`src/rtl/spi_cmd_pkg.sv`:
```
// rtl/spi_cmd_pkg.sv - shared opcodes, FSM encoding and header layout for spi_cmd_sched
package spi_cmd_pkg;

    localparam logic [3:0] OP_NOP     = 4'h0;
    localparam logic [3:0] OP_WR_IMM  = 4'h1;
    localparam logic [3:0] OP_WR_LONG = 4'h2;
    localparam logic [3:0] OP_RD      = 4'h3;
    localparam logic [3:0] OP_STATUS  = 4'hF;

    localparam logic [1:0] ST_IDLE      = 2'd0;
    localparam logic [1:0] ST_WAIT_DATA = 2'd1;
    localparam logic [1:0] ST_ISSUE     = 2'd2;
    localparam logic [1:0] ST_WAIT_ACK  = 2'd3;

    localparam int HDR_OP_LSB   = 28;
    localparam int HDR_ADDR_LSB = 20;
    localparam int HDR_IMM_W    = 20;

    localparam logic [31:0] TIMEOUT_MARK = 32'hDEAD_0000;

    function automatic logic op_is_legal(input logic [3:0] op);
        return (op == OP_NOP) || (op == OP_WR_IMM) || (op == OP_WR_LONG) ||
               (op == OP_RD) || (op == OP_STATUS);
    endfunction

endpackage

```
`src/rtl/spi_cmd_sched_sat_counter.sv`:
```
// rtl/spi_cmd_sched_sat_counter.sv - saturating event counter, cleared only by reset
module sat_counter #(
    parameter int CNT_W = 8
) (
    input  logic             clk,
    input  logic             reset_n,
    input  logic             inc,
    output logic [CNT_W-1:0] value
);

    always_ff @(posedge clk or negedge reset_n) begin
        if (!reset_n) begin
            value <= '0;
        end else if (inc && (value != {CNT_W{1'b1}})) begin
            value <= value + {{(CNT_W-1){1'b0}}, 1'b1};
        end
    end

endmodule

```
`src/rtl/spi_cmd_sched.sv`:
```
// rtl/spi_cmd_sched.sv - SPI word command sequencer driving a req/ack parameter bus
// Optional write echo into tx_word when SPI_CMD_ECHO_EN is defined.
module spi_cmd_sched
    import spi_cmd_pkg::*;
#(
    parameter int ADDR_W  = 8,
    parameter int TIMEOUT = 255,
    parameter int CNT_W   = 8
) (
    input  logic              clk,
    input  logic              reset_n,
    input  logic [31:0]       rx_word,
    input  logic              rx_rdy,
    output logic              bus_req,
    output logic              bus_we,
    output logic [ADDR_W-1:0] bus_addr,
    output logic [31:0]       bus_wdata,
    input  logic              bus_ack,
    input  logic [31:0]       bus_rdata,
    output logic [31:0]       tx_word,
    output logic              busy,
    output logic [CNT_W-1:0]  err_cnt,
    output logic [CNT_W-1:0]  ovr_cnt
);

    // Last timer value before abort: WAIT_ACK lasts exactly TIMEOUT cycles.
    localparam logic [15:0] TIMER_LAST = 16'(TIMEOUT - 1);

    logic [1:0]  state;
    logic [15:0] timer;
    logic [3:0]  opcode;
    logic        ack;
    logic        timed_out;
    logic        err_inc;
    logic        ovr_inc;
    logic [7:0]  err8;
    logic [7:0]  ovr8;
`ifdef SPI_CMD_ECHO_EN
    logic [31:0] hdr;
`endif

    assign opcode    = rx_word[HDR_OP_LSB +: 4];
    assign ack       = bus_ack & bus_req;
    assign timed_out = (state == ST_WAIT_ACK) && !ack && (timer == TIMER_LAST);
    assign busy      = (state != ST_IDLE);
    assign err8      = 8'(err_cnt);
    assign ovr8      = 8'(ovr_cnt);

    always_comb begin
        err_inc = 1'b0;
        ovr_inc = 1'b0;
        if (state == ST_IDLE) begin
            err_inc = rx_rdy && !op_is_legal(opcode);
        end else if (state == ST_ISSUE || state == ST_WAIT_ACK) begin
            ovr_inc = rx_rdy;
            err_inc = timed_out;
        end
    end

    always_ff @(posedge clk or negedge reset_n) begin
        if (!reset_n) begin
            state     <= ST_IDLE;
            timer     <= '0;
            bus_req   <= 1'b0;
            bus_we    <= 1'b0;
            bus_addr  <= '0;
            bus_wdata <= '0;
            tx_word   <= '0;
`ifdef SPI_CMD_ECHO_EN
            hdr       <= '0;
`endif
        end else begin
            case (state)
                ST_IDLE: begin
                    if (rx_rdy) begin
                        case (opcode)
                            OP_WR_IMM: begin
                                bus_addr  <= rx_word[HDR_ADDR_LSB +: ADDR_W];
                                bus_we    <= 1'b1;
                                bus_wdata <= {12'h000, rx_word[HDR_IMM_W-1:0]};
                                state     <= ST_ISSUE;
`ifdef SPI_CMD_ECHO_EN
                                hdr       <= rx_word;
`endif
                            end
                            OP_WR_LONG: begin
                                bus_addr <= rx_word[HDR_ADDR_LSB +: ADDR_W];
                                bus_we   <= 1'b1;
                                state    <= ST_WAIT_DATA;
`ifdef SPI_CMD_ECHO_EN
                                hdr      <= rx_word;
`endif
                            end
                            OP_RD: begin
                                bus_addr <= rx_word[HDR_ADDR_LSB +: ADDR_W];
                                bus_we   <= 1'b0;
                                state    <= ST_ISSUE;
                            end
                            OP_STATUS: begin
                                tx_word <= {busy, 7'h00, 8'h00, ovr8, err8};
                            end
                            default: ;
                        endcase
                    end
                end
                ST_WAIT_DATA: begin
                    if (rx_rdy) begin
                        bus_wdata <= rx_word;
                        state     <= ST_ISSUE;
                    end
                end
                ST_ISSUE: begin
                    bus_req <= 1'b1;
                    timer   <= '0;
                    state   <= ST_WAIT_ACK;
                end
                default: begin
                    // Ack takes priority over a timeout landing on the same edge.
                    if (ack) begin
                        bus_req <= 1'b0;
                        state   <= ST_IDLE;
                        if (!bus_we) begin
                            tx_word <= bus_rdata;
                        end
`ifdef SPI_CMD_ECHO_EN
                        else begin
                            tx_word <= hdr;
                        end
`endif
                    end else if (timed_out) begin
                        bus_req <= 1'b0;
                        state   <= ST_IDLE;
                        tx_word <= TIMEOUT_MARK | 32'(bus_addr);
                    end else begin
                        timer <= timer + 16'd1;
                    end
                end
            endcase
        end
    end

    sat_counter #(.CNT_W(CNT_W)) u_err_cnt (
        .clk     (clk),
        .reset_n (reset_n),
        .inc     (err_inc),
        .value   (err_cnt)
    );

    sat_counter #(.CNT_W(CNT_W)) u_ovr_cnt (
        .clk     (clk),
        .reset_n (reset_n),
        .inc     (ovr_inc),
        .value   (ovr_cnt)
    );

endmodule

```
`config.mk`:
```
export PLATFORM = sky130hd
export DESIGN_NAME = spi_cmd_sched
export DESIGN_NICKNAME = d
export VERILOG_FILES = /design/src/rtl/spi_cmd_pkg.sv /design/src/rtl/spi_cmd_sched_sat_counter.sv /design/src/rtl/spi_cmd_sched.sv
export SDC_FILE = /design/constraint.sdc
export NUM_CORES = 1
export LEC_CHECK = 0
export ABC_CLOCK_PERIOD_IN_PS = 2300
export BUFFER_PORTS_ARGS = -buffer_cell sky130_fd_sc_hd__clkbuf_2
export CORE_MARGIN = 2
export CORE_UTILIZATION = 50
export CTS_BUF_LIST = sky130_fd_sc_hd__clkbuf_2 sky130_fd_sc_hd__clkbuf_4 sky130_fd_sc_hd__clkbuf_8
export CTS_CLUSTER_DIAMETER = 40
export CTS_CLUSTER_SIZE = 28
export DETAILED_ROUTE_END_ITERATION = 10
export HOLD_SLACK_MARGIN = 0.02
export PLACE_DENSITY = 0.78
export SLEW_MARGIN = 30
export SYNTH_ARGS = -nofsm -noshare
export SYNTH_HDL_FRONTEND = slang
export SYNTH_SLANG_ARGS = --single-unit
```
`constraint.sdc`:
```
create_clock -name clk -period 2.3 [get_ports clk]
set_clock_uncertainty 0.05 [all_clocks]
set_input_delay 0.23 -clock clk [delete_from_list [all_inputs] [get_ports clk]]
set_output_delay 0.23 -clock clk [all_outputs]
set_load 0.01 [all_outputs]
```
Word-level counts from Yosys, hierarchy flattened
Cells that the tools add are included.
{"block": "classes", "n_eq_ne": 18, "div_mod_pow": 0, "mul": 0, "bitwise": 3, "reduce_logical": 32, "muxes": 27, "shifts": 0, "order_cmp": 0, "n_addsub": 3}
{"operator": "$mux 32", "n": 8}
{"operator": "$pmux 32 s2", "n": 2}
{"operator": "$mux 16", "n": 2}
{"operator": "$pmux 16 s2", "n": 1}
{"operator": "$add 16x1->16 const B", "n": 1}
{"operator": "$add 8x1->8 const B", "n": 2}
{"operator": "$eq 16x8->1 const B", "n": 1}
{"operator": "$ne 8x8->1 const B", "n": 2}
{"operator": "$reduce_and 3->1", "n": 3}
{"operator": "$eq 4x2->1 const B", "n": 2}
{"operator": "$mux 2", "n": 4}
{"operator": "$ne 2x1->1 const B", "n": 4}
{"operator": "$reduce_and 4->1", "n": 2}
{"operator": "$reduce_or 2->1", "n": 4}
{"operator": "$mux 1", "n": 6}
{"operator": "$ne 3x2->1 const B", "n": 2}
{"operator": "$pmux 2 s3", "n": 1}
{"operator": "$reduce_bool 2->1", "n": 3}
{"operator": "$reduce_bool 3->1", "n": 2}
{"operator": "$logic_and 1x1->1", "n": 5}
{"operator": "$logic_or 1x1->1", "n": 5}
{"operator": "$reduce_and 5->1", "n": 1}
{"operator": "$reduce_bool 5->1", "n": 1}
{"operator": "$eq 2x2->1 const B", "n": 2}
{"operator": "other kinds (13)", "n": 17}
{"block": "totals", "n_memories": 0, "ram_bits": 0, "mem_bits_ro": 0, "regBits": 108, "word_cells": 92, "latch_bits": 0, "output_inout_bits": 91}

Logic depth before layout (Yosys ltp)
{"block": "logic_depth", "depth_word": 9, "depth_mapped": 10}

By module
From an unflattened synthesis, not the netlist that was laid out.
{"block": "unflattened", "hier_cells": 458, "hier_area_um2": 5187.5}
{"mod": "spi_cmd_sched", "cells_per_inst": 390, "n_inst": 1, "area_each_um2": 4371.7}
{"mod": "sat_counter", "cells_per_inst": 34, "n_inst": 2, "area_each_um2": 407.9}

Worst setup path after synthesis
Ideal clock, no wire load.
{"block": "synth_path", "path_type": "register to register", "start": "register state[0]", "end": "register timer[4]", "arrival_time_ns": 1.796, "stages_incl_launch_ff": 8, "setup_ns": 0.126, "slack_ns": 0.328, "path_cell_list": "dfrtp_1 > inv_1 > ha_1 > buf_2 > or2_2 > clkbuf_1 > clkbuf_1 > a221o_1"}
{"block": "synth_between", "elab_chain_cells": 5}
{"item": "from (decl)", "line_no": "spi_cmd_sched.sv:29", "text": "logic [1:0] state;"}
{"item": "from (signal assigned)", "line_no": "spi_cmd_sched.sv:62", "text": "state <= ST_IDLE;"}
{"item": "from (signal assigned)", "line_no": "spi_cmd_sched.sv:81", "text": "state <= ST_ISSUE;"}
{"item": "from (signal assigned)", "line_no": "spi_cmd_sched.sv:89", "text": "state <= ST_WAIT_DATA;"}
{"item": "$eq 2x2->1", "line_no": "spi_cmd_sched.sv:44", "text": "assign timed_out = (state == ST_WAIT_ACK) && !ack && (timer == TIMER_LAST);"}
{"item": "$logic_and 1x1->1 (2 in a row)", "line_no": "spi_cmd_sched.sv:44"}
{"item": "$ne 2x1->1 (no line)"}
{"item": "$reduce_and 3->1 (no line)"}
{"item": "to (signal assigned)", "line_no": "spi_cmd_sched.sv:135", "text": "timer <= timer + 16'd1;"}
{"item": "to (decl)", "line_no": "spi_cmd_sched.sv:30", "text": "logic [15:0] timer;"}
Several ways; a longest one is shown, not always the timed one.
A chain may end at the register's enable or synchronous reset.

Final worst setup path
{"block": "layout_path", "start": "register state[1]", "end": "register timer[4]"}
Same word-level chain as after synthesis.

==> metrics.md <==
| Metric | Value |
|---|---|
| Synth Register Bits | `108` |
| Critical path startpoint | `state[1]$_DFFE_PN0P_` |
| CP max-delay cell | `dfrtp_1` |
| Worst setup SP type | `flop` |
| CP Data Arrival Time | `2.38 ns` |
| Yosys top cell area share | `0.519` |
| Synthesized cell area | `approximately 5200 um2` |
| Vias in the first global route | `around 4,000` |
| Hold path startpoint | `rx_word[22]` |
| R2r startpoint | `state[1]$_DFFE_PN0P_` |
| Hold path depth | `2` |
| Worst Setup End Kind | `flop` |
| Worst Path Buf+Inv | `0` |
| Clock slew at reported path FFs | `about 0.11 ns` |
| Vias post-DR | `between 4,000 and 5,000` |
| CP max FO | `8` |
| Fillers | `roughly 780` |
| Post-DR vias/cell | `5.49` |
| Leading area contributor after synthesis | `dfrtp_1` |
| Status | `completed` |
| Critical path class | `flop to flop` |
| PortBufs | `158` |
| Number of synthesized flops with an enable pin | `0` |
| Overflow after GRT | `0` |
| Leakage dissipation | `roughly 3.3 nW` |
| RSZ-0062 raised after global routing | `no` |
| Initial DRC count | `around 400` |
| DP Wirelength | `9.26 mm` |
| ANT cells | `0` |
| Die height | `106 um` |
| Total number of yosys warnings | `0` |
| Starting Density | `0.509` |
| Clock tree buffer depth | `2` |
| Crit share post-route | `0.940` |
| Register area share after synthesis | `0.519` |
| Count of different cell masters after synthesis | `between 50 and 60` |
| Routed WL | `12.7 mm` |
| Total GRT Usage | `0.229` |
| Syn_nets | `roughly 540` |
| Core ar. | `around 10,000 um2` |
| Post-Synthesis Cells | `459` |
| Max incr delay on CP | `around 0.44 ns` |
| Worst hold slack | `around 0.033 ns` |
| Rel. slew slack | `0.525` |
| Max-cap violations | `0` |
| Final GP Congestion | `around 0.95` |
| Drt drc | `0` |
| Initial antenna violation count | `0` |
| Antenna Nets Post-Route | `0` |
| H-tree Lvls | `3` |
| Commonest non-fill, non-tap cells in the layout | `157 x clkbuf_2, 108 x dfrtp_1, 50 x nand2_1` |
| Most common cell after layout, fill and taps aside | `clkbuf_2` |
| Hold Crit Class | `input pin to flop` |
| Worst R2R Setup Slack | `around 0.14 ns` |
| FF-to-FF End | `timer[4]$_DFFE_PN0P_` |
| R2R cell count | `6` |
| Layout Nets | `about 720` |
| Hold endpoint | `bus_wdata[22]$_DFFE_PN0P_` |
| Slew Limit Fails | `0` |
| Row count | `37` |
| # IOs | `around 160` |
| Asr flop ratio synth | `1.00` |
| Worst endpoint required time | `between 2 and 3 ns` |
| TritonRoute pass-1 iters | `5` |
| Top cells by area, synth | `dfrtp_1 52%, mux2_2 6.9%, mux2_4 4.0%, mux2i_1 3.8%, nand2_1 3.6%` |
| Setup Viol. Count Final | `0` |
| CTS tree | `yes` |
| Cell Chain, Critical Path | `ha_1 > nor4b_4 > nand3_1 > o21a_1 > and4_1 > a221o_1` |
| Syn-to-layout area delta | `28.0%` |
| Worst VDD drop | `between 0.6 and 0.7 mV` |
| Top cell family by delay on the critical path | `simple AND/OR/NAND/NOR gates` |
| Dpl ws | `roughly 0.14 ns` |
| Post-synth top flop | `dfrtp_1` |
| FMAX | `0.462 GHz` |
| Min cycle time layout | `about 2.2 ns` |
| Die area | `11,200 um2` |
| Final setup margin | `around 0.14 ns` |
| Width of the die | `106 um` |
| Pwr dens | `approximately 1300 nW/um2` |
| WL per Instance | `16.2 um` |
| Clk Latency, worst-skew pair | `around 0.38 ns` |
| Share of cells above drive strength 1 | `0.388` |
| Final Hold Viols | `0` |
| Fin Setup TNS | `0 ns` |
| Syn Area/Cell | `11.3 um2` |
| Worst-Margin Slew | `0.713 ns` |
| Largest net degree at the start of global routing | `57` |
| First-pass GRT wire length | `a little over 20 mm` |
| # clock sinks | `between 100 and 150` |
| Total CTS buffers | `9` |
| Clock root cell | `clkbuf_8` |
through the flow:
| stage | total power, mW | util | instance area (um2) | instances |
|---|---|---|---|---|
| final | 8.45 | 0.652 | 6670 | 785 |
| after floorplan | 5.72 | - | 5210 | 459 |
| after detailed placement | 7.19 | 0.605 | 6190 | 745 |
| after CTS | 8.44 | 0.648 | 6630 | 784 |
| after global placement | 7.03 | 0.605 | 6190 | 745 |
| after global routing | 9.03 | 0.652 | 6670 | 785 |
cell usage after synthesis, types with 2 or more instances:
| master | number |
|---|---|
| a22o_1 | 18 |
| nand4_2 | 2 |
| buf_2 | 8 |
| xor2_1 | 6 |
| a21oi_1 | 5 |
| nor4_1 | 3 |
| clkbuf_1 | 12 |
| ha_1 | 9 |
| or2_2 | 2 |
| o21ai_0 | 25 |
| nand3_1 | 14 |
| mux2_2 | 32 |
| nor2_1 | 36 |
| nor3_1 | 14 |
| buf_6 | 3 |
| nand2b_1 | 3 |
| a31oi_1 | 6 |
| and4_1 | 2 |
| nand2_1 | 50 |
| and3_1 | 6 |
| o2bb2ai_1 | 11 |
| xnor2_1 | 8 |
| dfrtp_1 | 108 |
| nand4_1 | 8 |
| mux2i_1 | 20 |
| inv_1 | 9 |
| mux2_4 | 14 |
kinds of logic (layout without fill, tap and decap cells):
| logic type | count (synthesis) | count (layout) | share of synthesized area |
|---|---|---|---|
| adder cells (fa/ha/maj) | 9 | 9 | 0.0216 |
| XOR/XNOR | 14 | 14 | 0.0236 |
| AO/OA/AOI/OAI | 81 | 81 | 0.115 |
| flip-flops | 108 | 108 | 0.519 |
| multiplexers | 67 | 67 | 0.150 |
| AND/OR/NAND/NOR | 148 | 148 | 0.141 |
| buffers and inverters | 32 | 222 | 0.0293 |
state kept, by name, summed over array words and instances, names as in the netlist:
register	count
bus_wdata	32
tx_word	32
timer	16
bus_addr	8
u_err_cnt.value	8
u_ovr_cnt.value	8
state	2
bus_req	1
bus_we	1
layout make-up:
cell class	instances	area (um2)	area share
flip-flops and latches	108	2700	0.405
multi-input cells	319	2390	0.359
repair buffers	197	1160	0.173
well taps	136	170	0.0255
clock buffers	9	124	0.0186
clock inverters	7	86.3	0.0130
inverters	9	33.8	0.00507
repair_timing:
| action | CTS | global route |
|---|---|---|
| hold buffers | 23 | 0 |
| setup endpoints to repair | 0 | 14 |
| buffers inserted | 0 | 1 |
| resized for setup | 0 | 5 |
| hold endpoints to repair | 76 | 0 |
power by group:
group	internal, mW	switching, mW	total (mW)
logic	1.79	2.01	3.80
clock network	0.446	0.748	1.19
registers	2.70	0.755	3.45
total	4.93	3.51	8.45
routing by layer:
layer | wire [um] | GRT usage | part of all wire | vias up
li1 | - | - | - | 2022
met1 | 5540 | 0.312 | 0.44 | 2069
met2 | 6020 | 0.369 | 0.47 | 194
met3 | 812 | 0.0386 | 0.064 | 27
met4 | 335 | 0.0912 | 0.026 | 0
met5 | 0 | 0 | 0 | -
worst max-delay path by stage:
stage / to / slack [ns] / cells after the start
floorplan: timer[4]$_DFFE_PN0P_ / 0.33 / 7
global placement: tx_word[8]$_DFFE_PN0P_ / 0.24 / 7
detailed placement: timer[14]$_DFFE_PN0P_ / 0.14 / 8
CTS: tx_word[9]$_DFFE_PN0P_ / 0.12 / 8
global route: u_err_cnt.value[1]$_DFFE_PN0P_ / 0.02 / 6
finish: timer[4]$_DFFE_PN0P_ / 0.14 / 6
No activity file was read; power rests on OpenSTA's default activity.
